`src/rtl/intr_prio_ctrl.sv`:
```
// Multi-bus interrupt priority controller: edge-captured pending bits, fixed bus priority.
// Define INTC_ROUND_ROBIN_EN for per-bus round-robin channel selection (default: lowest index).
module intr_prio_ctrl #(
    parameter int unsigned NCH  = 9,
    parameter int unsigned NBUS = 3,
    localparam int unsigned IDW = $clog2(NCH)
) (
    input  logic                 clk,
    input  logic                 rst_n,
    input  logic [NBUS*NCH-1:0]  req,
    input  logic [NCH-1:0]       mask,
    input  logic                 ack,
    output logic                 gnt_valid,
    output logic [1:0]           gnt_bus,
    output logic [IDW-1:0]       gnt_ch,
    output logic [NBUS*NCH-1:0]  pend,
    output logic                 any_pend
);

    typedef enum logic [1:0] {StIdle, StArb, StGrant} state_e;

    state_e                state_q, state_d;
    logic [NBUS*NCH-1:0]   req_prev_q;
    logic [NBUS*NCH-1:0]   pend_q, pend_d;
    logic                  gnt_valid_q, gnt_valid_d;
    logic [1:0]            gnt_bus_q, gnt_bus_d;
    logic [IDW-1:0]        gnt_ch_q, gnt_ch_d;

    logic [NBUS*NCH-1:0]   rise, clr, eligible;
    logic                  ack_take;
    logic [NCH-1:0]        elig_bus, rot;
    logic                  win_found;
    logic [1:0]            win_bus;
    logic [IDW-1:0]        win_ch;

`ifdef INTC_ROUND_ROBIN_EN
    localparam int unsigned IDW1 = IDW + 1;
    logic [IDW-1:0]        rr_q [NBUS];
    logic [IDW-1:0]        rr_d [NBUS];
    logic [2*NCH-1:0]      dbl;

    function automatic logic [IDW-1:0] wrap_add(input logic [IDW-1:0] base,
                                                input int unsigned off);
        logic [IDW:0] s;
        s = {1'b0, base} + IDW1'(off);
        if (s >= IDW1'(NCH)) s = s - IDW1'(NCH);
        return s[IDW-1:0];
    endfunction
`endif

    assign ack_take = gnt_valid_q && ack;
    assign rise     = req & ~req_prev_q;

    always_comb begin
        eligible = '0;
        clr      = '0;
        for (int unsigned b = 0; b < NBUS; b++) begin
            eligible[b*NCH +: NCH] = pend_q[b*NCH +: NCH] & mask;
            for (int unsigned c = 0; c < NCH; c++) begin
                if (ack_take && gnt_bus_q == 2'(b) && gnt_ch_q == IDW'(c)) begin
                    clr[b*NCH+c] = 1'b1;
                end
            end
        end
        // A new edge in the same cycle as the clearing ack keeps the bit set.
        pend_d = (pend_q & ~clr) | rise;
    end

    // Lowest eligible bus wins; within it, first eligible channel from the search start.
    always_comb begin
        win_found = 1'b0;
        win_bus   = '0;
        win_ch    = '0;
        elig_bus  = '0;
        rot       = '0;
`ifdef INTC_ROUND_ROBIN_EN
        dbl       = '0;
`endif
        for (int unsigned b = 0; b < NBUS; b++) begin
            elig_bus = eligible[b*NCH +: NCH];
`ifdef INTC_ROUND_ROBIN_EN
            dbl = {elig_bus, elig_bus} >> rr_q[b];
            rot = dbl[NCH-1:0];
`else
            rot = elig_bus;
`endif
            for (int unsigned i = 0; i < NCH; i++) begin
                if (!win_found && rot[i]) begin
                    win_found = 1'b1;
                    win_bus   = 2'(b);
`ifdef INTC_ROUND_ROBIN_EN
                    win_ch    = wrap_add(rr_q[b], i);
`else
                    win_ch    = IDW'(i);
`endif
                end
            end
        end
    end

    always_comb begin
        state_d     = state_q;
        gnt_valid_d = gnt_valid_q;
        gnt_bus_d   = gnt_bus_q;
        gnt_ch_d    = gnt_ch_q;
        case (state_q)
            StIdle: begin
                if (|eligible) state_d = StArb;
            end
            StArb: begin
                if (win_found) begin
                    state_d     = StGrant;
                    gnt_valid_d = 1'b1;
                    gnt_bus_d   = win_bus;
                    gnt_ch_d    = win_ch;
                end else begin
                    state_d = StIdle;
                end
            end
            StGrant: begin
                if (ack) begin
                    state_d     = StIdle;
                    gnt_valid_d = 1'b0;
                end
            end
            default: begin
                state_d     = StIdle;
                gnt_valid_d = 1'b0;
            end
        endcase
    end

`ifdef INTC_ROUND_ROBIN_EN
    always_comb begin
        for (int unsigned b = 0; b < NBUS; b++) begin
            rr_d[b] = rr_q[b];
            if (ack_take && gnt_bus_q == 2'(b)) begin
                rr_d[b] = (gnt_ch_q == IDW'(NCH-1)) ? '0 : gnt_ch_q + 1'b1;
            end
        end
    end

    always_ff @(posedge clk or negedge rst_n) begin
        if (!rst_n) begin
            for (int unsigned b = 0; b < NBUS; b++) rr_q[b] <= '0;
        end else begin
            for (int unsigned b = 0; b < NBUS; b++) rr_q[b] <= rr_d[b];
        end
    end
`endif

    always_ff @(posedge clk or negedge rst_n) begin
        if (!rst_n) begin
            state_q     <= StIdle;
            req_prev_q  <= '0;
            pend_q      <= '0;
            gnt_valid_q <= 1'b0;
            gnt_bus_q   <= '0;
            gnt_ch_q    <= '0;
        end else begin
            state_q     <= state_d;
            req_prev_q  <= req;
            pend_q      <= pend_d;
            gnt_valid_q <= gnt_valid_d;
            gnt_bus_q   <= gnt_bus_d;
            gnt_ch_q    <= gnt_ch_d;
        end
    end

    assign gnt_valid = gnt_valid_q;
    assign gnt_bus   = gnt_bus_q;
    assign gnt_ch    = gnt_ch_q;
    assign pend      = pend_q;
    assign any_pend  = |pend_q;

endmodule

```
`config.mk`:
```
export PLATFORM = sky130hd
export DESIGN_NAME = intr_prio_ctrl
export DESIGN_NICKNAME = d
export VERILOG_FILES = /design/src/rtl/intr_prio_ctrl.sv
export SDC_FILE = /design/constraint.sdc
export NUM_CORES = 1
export LEC_CHECK = 0
export CAP_MARGIN = 20
export CORE_MARGIN = 3
export CORE_UTILIZATION = 48
export CTS_BUF_LIST = sky130_fd_sc_hd__clkbuf_16
export CTS_CLUSTER_DIAMETER = 150
export DETAILED_ROUTE_END_ITERATION = 16
export GPL_TIMING_DRIVEN = 0
export PLACE_DENSITY = 0.86
export SKIP_CTS_REPAIR_TIMING = 1
export SYNTH_ARGS = -nofsm -noshare
export SYNTH_HDL_FRONTEND = slang
export SYNTH_SLANG_ARGS = --single-unit
```
`constraint.sdc`:
```
create_clock -name clk -period 2.19 [get_ports clk]
set_input_delay 0.3285 -clock clk [delete_from_list [all_inputs] [get_ports clk]]
set_output_delay 0.3285 -clock clk [all_outputs]
set_load 0.1 [all_outputs]
```
# [Yosys cells after proc, flatten, opt, wreduce, memory -nomap -nowiden]
# Cells that the tools add are included.
[word_totals] regBits=63 out_inout_bits=35 word_cells=226
[op_classes] eq_ne=15 n_mux=105 n_bitwise=9 n_reduce_logical=91
[ops] op="$mux 4" n=25
[ops] op="$mux 1" n=58
[ops] op="$logic_and 1x1->1" n=57
[ops] op="$and 27x27->27" n=2
[ops] op="$not 27->27" n=2
[ops] op="$reduce_or 27->1" n=2
[ops] op="$mux 2" n=20
[ops] op="$and 9x9->9" n=3
[ops] op="$or 27x27->27" n=1
[ops] op="$logic_not 1->1" n=26
[ops] op="$eq 4x3->1 const B" n=4
[ops] op="$eq 4x2->1 const B" n=2
[ops] op="$ne 2x2->1 const B" n=3
[ops] op="$pmux 2 s3" n=1
[ops] op="$eq 2x1->1 const B" n=2
[ops] op="$eq 2x2->1 const B" n=2
[ops] op="$eq 4x1->1 const B" n=1
[ops] op="$eq 4x4->1 const B" n=1
[ops] op="$logic_not 2->1" n=2
[ops] op="$logic_not 4->1" n=1
[ops] op="$reduce_and 2->1" n=2
[ops] op="$pmux 1 s3" n=1
[ops] op="$reduce_and 3->1" n=1
[ops] op="$not 1->1" n=1

# [Longest topological paths before layout]
# Gate-level depths: netlist of the first run.
[logic_depth] depth_word=82 ltp_mapped=6 ltp_nobuf=6

# [Worst setup path after synthesis of the first run]
# Ideal clock, no wire load.
[synth_timing] path_kind="register to output" startpoint="register pend_q[8] (netlist: pend[8])" endpoint="output any_pend" t_arrival_ns=2.203 t_required_ns=1.862 path_slack_ns=-0.342 path_stages_with_launch=4 n_path_buf=0 path_cell_list="dfrtp_1 > nor4_1 > and4_1 > nand4_1"
[synth_via] elab_chain_len=1
[synth_rtl] element="start: declaration" line_no="24" text="logic [NBUS*NCH-1:0] pend_q, pend_d;"
[synth_rtl] element="start signal: assignment" line_no="163" text="pend_q <= pend_d;"
[synth_rtl] element="$reduce_or 27->1" line_no="174" text="assign any_pend = |pend_q;"
[synth_rtl] element="end: declaration" line_no="17" text="output logic any_pend"
# No other way between the ends.

# [Worst setup path in the final report of the first run]
[layout_timing] startpoint="register pend_q[11] (netlist: pend[11])" endpoint="output any_pend"
# Same word-level chain as after synthesis.

==> impl_results.md, run 1 <==
* Core ar. at 5270 sq um
* Commonest non-fill, non-tap cell in the layout: o21ai_0
* Final worst slack at -0.00766 ns
* FF+latch count, synth at 63
* Cells after Synth at 262
* Most frequent cells in the layout: o21ai_0 (59), dfrtp_1 (39), dlymetal6s2s_1 (36)
* I/O Buffers at 73
* N_diodes at 0
* Classification of the worst setup path: flip-flop to output port
* Die width at 81.1 microns
* Reg-to-reg slack, setup at 0.18 ns
* CTS tree: done
* Site Rows at 26
* Slew Viols, Final at 0
* Worst Hold Class: input port to asynchronous set/reset pin
* Peak VDD IR at 0.743 mV
* Count of final setup violators at 1
* Crit-path cells: nor4_1 > and4_1 > nand4_1 > buf_2
* Tot Pwr at 4.50 mW
* Maxcap violations at 0
* Starting Density at 51.4%
* Pre-CTS WS at -0.330 ns
* Post-DR vias/cell at 5.95
* Pwr dens at 1130 nW/um^2
* DRC violations left at 0
* Reg2reg start: pend[3]$_DFF_PN0_
* Grt ovf at 0
* First-pass GRT wire length at 12200 microns
* Placer Congestion at 0.896
* Clock Sinks at 63
* Bufs and invs on worst path at 1
* Wirelength per Cell at 18.7 microns
* Fin crit share at 100%
* Cts bufs inserted at 9
* Total Wirelength at 7930 microns
* Outcome: finished with violations
* CTS H-tree lvls at 3
* Fraction of layout cells with a size suffix above 1 at 15.9%
* Die area at 6580 sq um
* R2r endpoint: gnt_ch[1]$_DFFE_PN0P_
* Filler cells at 369
* Worst-margin pin slew at 1.00 ns
* Post-layout util at 75.5%
* Crit. End Element: output port
* All-Layer GR Usage at 25.4%
* Fmax at 0.455 GHz
* Hpwl dp at 5640 microns
* Nets at 387
* Reg clk slew, reported paths at 0.05 ns
* Critical path data required time at 1.86 ns
* Synth cell types at 39
* Final hold violations at 0
* Initial antenna violation count at 0
* Die Ht at 81.1 microns
* P_leak at 1.68 nW
* Design Area, Final at 3980 sq um
* Crit path largest cell delay at 0.50 ns
* Detailed Routing Iterations Pass 1 at 5
* Post-Syn Area per Cell at 10.3 sq um
* Hold_ws at 0.00814 ns
* Clock Skews at 0.00657 ns
* Largest net degree at the start of global routing at 38
* Minimum clock period at 2.20 ns
* Area grow syn2layout at 46.9%
* Top delay family on crit path: simple AND/OR/NAND/NOR gates
* Vias in the first global route at 2406
* Worst path slowest cell: dfrtp_4
* Failing checks: setup timing
* Seq/Total Area, Yosys at 58.2%
* CTS max path bufs at 2
* Worst relative slew slack at 33.0%
* Worst EP arrival at 1.87 ns
* R2r worst-path depth at 6
* Post-synthesis instance area at 2710 sq um
* YS warnings at 0
* Net count after synthesis at 301
* Setup crit start kind: flip-flop
* Worst-path fanout max at 5
* Iteration-0 DRC Markers at 259
* Post-route ant nets at 0
* Root Driver: clkbuf_16
* Vias post-DR at 2518
* Boundary Pins at 74
* Clk_lat worst skew at 0.33 ns
* Placed Area at 3600 sq um
## report_power, final
part | total, mW | internal (mW) | switching [mW]
Combinational | 1.63 | 0.423 | 1.21
Clock | 1.34 | 0.860 | 0.476
Sequential | 1.54 | 1.34 | 0.200
## how the worst max path moves through the flow
stage	startpoint	endpoint	slack, ns	cells after the start
after floorplan	pend[7]$_DFF_PN0_	any_pend	-0.13	3
after global placement	rst_n	pend[10]$_DFF_PN0_	-1.45	1
after detailed placement	mask[8]	gnt_ch[0]$_DFFE_PN0P_	-0.33	7
after CTS	pend[8]$_DFF_PN0_	any_pend	-0.62	4
after global routing	gnt_bus[1]$_DFFE_PN0P_	gnt_bus[1]	-0.02	1
final	pend[11]$_DFF_PN0_	any_pend	-0.008	4
## cell usage after synthesis, drive strengths merged
cell type,count,area (sq um)
dfrtp,63,1580
o21ai,59,295
inv,30,113
nand2,26,97.6
nor2,10,37.5
a22oi,8,60.1
nand3,7,35.0
nand4,6,52.6
nor4,6,37.5
a21oi,5,25.0
nor2b,5,38.8
nor3,5,36.3
a22o,4,38.8
a222oi,3,30.0
a32oi,3,26.3
a31oi,2,12.5
a32o,2,21.3
and2,2,13.8
nand4b,2,17.5
o2bb2ai,2,23.8
a2111oi,1,27.5
a211oi,1,7.51
a21bo,1,10.0
a221o,1,11.3
and4,1,8.76
nand3b,1,7.51
nor3b,1,7.51
o21a,1,7.51
o22ai,1,6.26
o31a,1,8.76
o31ai,1,7.51
or2b,1,11.3
## worst register-to-register path, stage by stage, from the launching register on
cell and delay (ns):
dfrtp_4 0.50, a22oi_1 0.26, and2_2 0.26, nand4_4 0.16, a2111oi_4 0.40, or2b_4 0.23
o2bb2ai_1 0.12
## per-layer routing
| metal | GRT usage [%] | routed length (microns) | vias up |
|---|---|---|---|
| li1 | - | - | 1129 |
| met1 | 34.1 | 3240 | 1246 |
| met3 | 5.65 | 574 | 28 |
| met5 | 0 | 0 | - |
| met4 | 11.5 | 266 | 0 |
| met2 | 39.5 | 3840 | 115 |
## registers in the layout (all words and copies together) (netlist names)
name and count:
state_q 2, pend 27, req_prev_q 27, gnt_ch 4
gnt_valid 1, gnt_bus 2
## area by class of cell
cell class              instances  area [sq um]  share of cell area, %
repair buffers                 75           838                   21.1
well taps                      70          87.6                   2.20
clock inverters                 7          56.3                   1.41
flip-flops and latches         63          1630                   40.9
clock buffers                   9           225                   5.66
inverters                      30           113                   2.83
multi-input cells             169          1030                   25.9
## logic make-up after synthesis
group,Yosys count,share of synthesized area [%]
flip-flops,63,58.2
buffers and inverters,30,4.16
AND/OR/NAND/NOR,73,14.8
AO/OA/AOI/OAI,96,22.9
## through the flow
step,setup TNS (ns),instances
detailed placement,-2.50,406
global route,-0.0287,423
global placement,-75.72,405
CTS,-2.04,422
floorplan,-0.125,262
finish,-0.00766,423
Note: power is estimated with default switching activity, not from simulation.
==> run 2, diff against run 1 <==
- PLACE_DENSITY: 0.86 -> 0.8
- SLEW_MARGIN: not set -> 20
==> run 2 against run 1 <==
- the flow now finishes without violations
- first-iteration DRC count shrank 6.2%
- core utilization grew 1.2 points
- hold slack gained 0.40 ns
- maximum frequency grew 2.2%
- clock-buffer cell count is the same
- register-to-register slack lost 0.05 ns
- via count is the same
- highest routed layer unchanged
==> impl_results.md, run 2 (synthesis results as in run 1) <==
* Setup crit start kind: input port
* Clock Sinks at 63
* Crit path largest cell delay at 0.52 ns
* Die area at 6580 sq um
* Detailed Routing Iterations Pass 1 at 5
* Outcome: complete, no violations
* Most frequent cells in the layout: o21ai_0 (59), dfrtp_1 (39), clkdlybuf4s50_1 (36)
* Worst-path fanout max at 7
* Fin crit share at 98.2%
* R2r worst-path depth at 6
* Starting Density at 51.4%
* Crit path depth at 7
* Hpwl dp at 5680 microns
* Bufs and invs on worst path at 2
* Area grow syn2layout at 49.2%
* Largest net degree at the start of global routing at 37
* Placer Congestion at 0.899
* Nets at 389
* Wirelength per Cell at 19.1 microns
* P_leak at 1.69 nW
* Count of final setup violators at 0
* Pwr dens at 1150 nW/um^2
* Final hold violations at 0
* Post-DR vias/cell at 5.92
* Vias in the first global route at 2530
* Worst-margin pin slew at 0.993 ns
* Maxcap violations at 0
* CTS tree: done
* Hold_ws at 0.413 ns
* Grt ovf at 0
* Clk_lat worst skew at 0.33 ns
* CTS max path bufs at 2
* Pre-CTS WS at -0.434 ns
* Classification of the worst setup path: input port to flip-flop
* Crit-path cells: clkdlybuf4s50_1 > a222oi_1 > buf_4 > nand3_2 > a2111oi_4 > or2b_4 > o2bb2ai_1
* Cts bufs inserted at 9
* Reg clk slew, reported paths at 0.05 ns
* First-pass GRT wire length at 12800 microns
* All-Layer GR Usage at 26.7%
* Commonest non-fill, non-tap cell in the layout: o21ai_0
* DP Cell Count at 406
* Non-filler cells in the finished layout at 425
* Core ar. at 5270 sq um
* Initial antenna violation count at 0
* Worst relative slew slack at 33.7%
* Die width at 81.1 microns
* Worst path slowest cell: clkdlybuf4s50_1
* Boundary Pins at 74
* Slew Viols, Final at 0
* I/O Buffers at 73
* Minimum clock period at 2.15 ns
* Worst EP arrival at 2.40 ns
* Fmax at 0.465 GHz
* Crit. End Element: flip-flop
* CTS H-tree lvls at 3
* Final worst slack at 0.0400 ns
* Site Rows at 26
* Total Wirelength at 8100 microns
* Post-route ant nets at 0
* DRC violations left at 0
* N_diodes at 0
* Critical path data required time at 2.44 ns
* Worst Hold Class: flip-flop to flip-flop
* Fraction of layout cells with a size suffix above 1 at 16.3%
* Iteration-0 DRC Markers at 243
* Clock Skews at 0.00724 ns
* Root Driver: clkbuf_16
* Top delay family on crit path: compound AO/OA/AOI/OAI gates
* WHS Path Cells at 1
* Peak VDD IR at 0.841 mV
* Vias post-DR at 2518
* Die Ht at 81.1 microns
-- run 2: changes by cell type in the layout (fill, tap and decap cells not counted), moves of 2 or more --
cell / before / now
buf_4: 1 / 3
buf_2: 2 / 0
clkinv_2: 3 / 0
a22oi_2: 1 / 3
a22oi_1: 7 / 5
clkinv_1: 2 / 4
-- run 2: final cells by class --
class / instances / area, sq um
Multi-Input combinational cell: 169 / 1050
Fill cell: 373 / 1230
Clock buffer: 9 / 225
Timing Repair Buffer: 77 / 862
Tap cell: 70 / 87.6
Inverter: 30 / 113
Clock inverter: 7 / 78.8
Sequential cell: 63 / 1630
-- run 2: worst register-to-register path, delay by kind of cell, from the launching register on --
| family | cells | cell delay (ns) |
|---|---|---|
| flops | 1 | 0.45 |
| buf+inv | 1 | 0.18 |
| simple gates | 2 | 0.41 |
| compound gates | 3 | 0.93 |
-- run 2: routing by layer --
layer	GRT usage [%]	wire, microns	vias to the layer above
li1	-	-	1134
met1	35.5	3370	1224
met2	41.6	3890	141
met3	7.76	698	19
met4	9.80	143	0
met5	0	0	-
-- run 2: through the flow --
stage / total power [mW] / utilization (%) / setup TNS (ns) / instance area (sq um)
floorplan: 2.66 / - / -0.125 / 2760
global placement: 3.16 / 67.9 / -79.44 / 3580
detailed placement: 3.19 / 68.3 / -3.43 / 3600
CTS: 4.65 / 74.1 / -2.70 / 3900
global route: 4.83 / 76.7 / -0.0217 / 4040
finish: 4.66 / 76.7 / 0 / 4040
-- run 2: path summary, 6_finish.rpt --
path	end	from	slack (ns)
min reg2reg	pend[20]$_DFF_PN0_	req_prev_q[20]$_DFF_PN0_	0.41
min in group asynchronous	req_prev_q[25]$_DFF_PN0_	rst_n	0.46
max reg2reg	gnt_ch[1]$_DFFE_PN0P_	pend[17]$_DFF_PN0_	0.13
max in group asynchronous	pend[10]$_DFF_PN0_	rst_n	1.20
min	pend[20]$_DFF_PN0_	req_prev_q[20]$_DFF_PN0_	0.41
max	gnt_ch[1]$_DFFE_PN0P_	mask[0]	0.04
-- run 2: where the power goes --
group / total [mW] / internal (mW) / switching [mW]
logic: 1.66 / 0.429 / 1.23
registers: 1.55 / 1.34 / 0.214
clock network: 1.45 / 0.974 / 0.478
==> run 3, diff against run 2 <==
- REMOVE_ABC_BUFFERS: not set -> 1
==> run 3 against run 2 <==
- sequential share of layout area down 0.60 points
- global-route usage down 0.73 points
- clock power about the same
- first-iteration DRC count down 22%
- critical path type is now flip-flop to output port
- largest power group unchanged
==> impl_results.md, run 3 (synthesis results as in run 1) <==
* Outcome: complete, no violations
* Worst-path fanout max at 3
* Vias post-DR at 2468
* Die width at 81.1 microns
* Initial antenna violation count at 0
* Commonest non-fill, non-tap cell in the layout: dfrtp_1
* Pwr dens at 1160 nW/um^2
* Root Driver: clkbuf_16
* Peak VDD IR at 1.02 mV
* Worst EP arrival at 1.83 ns
* Core ar. at 5270 sq um
* Boundary Pins at 74
* Clock Skews at 0.00642 ns
* CTS max path bufs at 2
* Crit. End Element: output port
* DP Cell Count at 406
* Worst path slowest cell: clkdlybuf4s50_1
* Crit-path cells: clkdlybuf4s50_1
* RSZ-0062 raised after global routing: true
* Reg-to-reg slack, setup at 0.15 ns
* First-pass GRT wire length at 12600 microns
* CTS H-tree lvls at 3
* Most frequent cells in the layout: dfrtp_1 (63), o21ai_0 (59), clkdlybuf4s50_1 (36)
* Fraction of layout cells with a size suffix above 1 at 9.32%
* Largest net degree at the start of global routing at 34
* Grt ovf at 0
* Die area at 6580 sq um
* Bufs and invs on worst path at 1
* Setup crit start kind: flip-flop
* Post-DR vias/cell at 5.82
* Vias in the first global route at 2448
* Reg clk slew, reported paths at 0.05 ns
* Post-layout util at 75.4%
* Worst Hold Class: flip-flop to flip-flop
* Post-route ant nets at 0
* Maxcap violations at 0
* Final hold violations at 0
* Area grow syn2layout at 46.5%
* Site Rows at 26
* Starting Density at 51.4%
* Placer Congestion at 0.897
* Crit path largest cell delay at 1.14 ns
* Slew Viols, Final at 0
* P_leak at 1.69 nW
* Clk_lat worst skew at 0.32 ns
* All-Layer GR Usage at 26.0%
* Worst-margin pin slew at 1.00 ns
* Count of final setup violators at 0
* Top delay family on crit path: buffers and inverters
* Classification of the worst setup path: flip-flop to output port
* Total Wirelength at 8010 microns
* Fmax at 0.463 GHz
* Iteration-0 DRC Markers at 190
* Cts bufs inserted at 9
* Nets at 388
* Non-filler cells in the finished layout at 424
* DRC violations left at 0
* Hpwl dp at 5700 microns
* Critical path data required time at 1.86 ns
* Fin crit share at 98.6%
* Worst relative slew slack at 33.1%
* Die Ht at 81.1 microns
* Minimum clock period at 2.16 ns
* I/O Buffers at 73
* Clock Sinks at 63
* N_diodes at 0
* Detailed Routing Iterations Pass 1 at 5
* CTS tree: done
* Wirelength per Cell at 18.9 microns
run 3: changes by cell type in the layout (fill, tap and decap cells not counted), moves of 2 or more:
cell,before,now
dfrtp_4,9,0
dfrtp_2,15,0
dfrtp_1,39,63
clkinv_1,4,2
run 3: layout make-up:
type / count / area [sq um]
Clock inverter: 7 / 80.1
Tap cell: 70 / 87.6
Fill cell: 398 / 1300
Sequential cell: 63 / 1580
Multi-Input combinational cell: 169 / 1040
Timing Repair Buffer: 76 / 848
Inverter: 30 / 113
Clock buffer: 9 / 225
run 3: final timing paths:
| kind | cells past startpoint | end | startpoint |
|---|---|---|---|
| hold / removal | 1 | pend[11]$_DFF_PN0_ | req_prev_q[11]$_DFF_PN0_ |
| max in group asynchronous | 3 | pend[0]$_DFF_PN0_ | rst_n |
| hold reg to reg | 1 | pend[11]$_DFF_PN0_ | req_prev_q[11]$_DFF_PN0_ |
| setup reg to reg | 6 | gnt_ch[1]$_DFFE_PN0P_ | pend[13]$_DFF_PN0_ |
| min in group asynchronous | 2 | pend[6]$_DFF_PN0_ | rst_n |
| setup / recovery | 1 | gnt_bus[1] | gnt_bus[1]$_DFFE_PN0P_ |
run 3: report_power, final:
| part | internal, mW | total, mW | switching (mW) |
|---|---|---|---|
| logic | 0.426 | 1.64 | 1.22 |
| clock network | 0.976 | 1.45 | 0.473 |
| registers | 1.32 | 1.52 | 0.203 |
| total | 2.72 | 4.61 | 1.89 |
run 3: per-layer routing:
layer | up-vias | wire (microns) | track usage, %
li1 | 1134 | - | -
met1 | 1202 | 3500 | 35.6
met2 | 113 | 3830 | 40.6
met3 | 19 | 503 | 5.32
met4 | 0 | 178 | 10.3
met5 | - | 0 | 0
run 3: metrics by stage:
stage / area [sq um] / power [mW] / hold WS (ns) / worst slack, ns / setup TNS (ns)
6_report: 3970 / 4.61 / 0.419 / 0.0309 / 0
5_1_grt: 3970 / 4.80 / 0.428 / -0.0113 / -0.0152
4_1_cts: 3850 / 4.62 / -0.0595 / -0.599 / -3.22
3_5_place_dp: 3550 / 3.16 / 0.285 / -0.373 / -2.84
3_3_place_gp: 3530 / 3.13 / 0.401 / -1.13 / -73.46
2_1_floorplan: 2710 / 2.64 / 0.0329 / -0.342 / -1.14
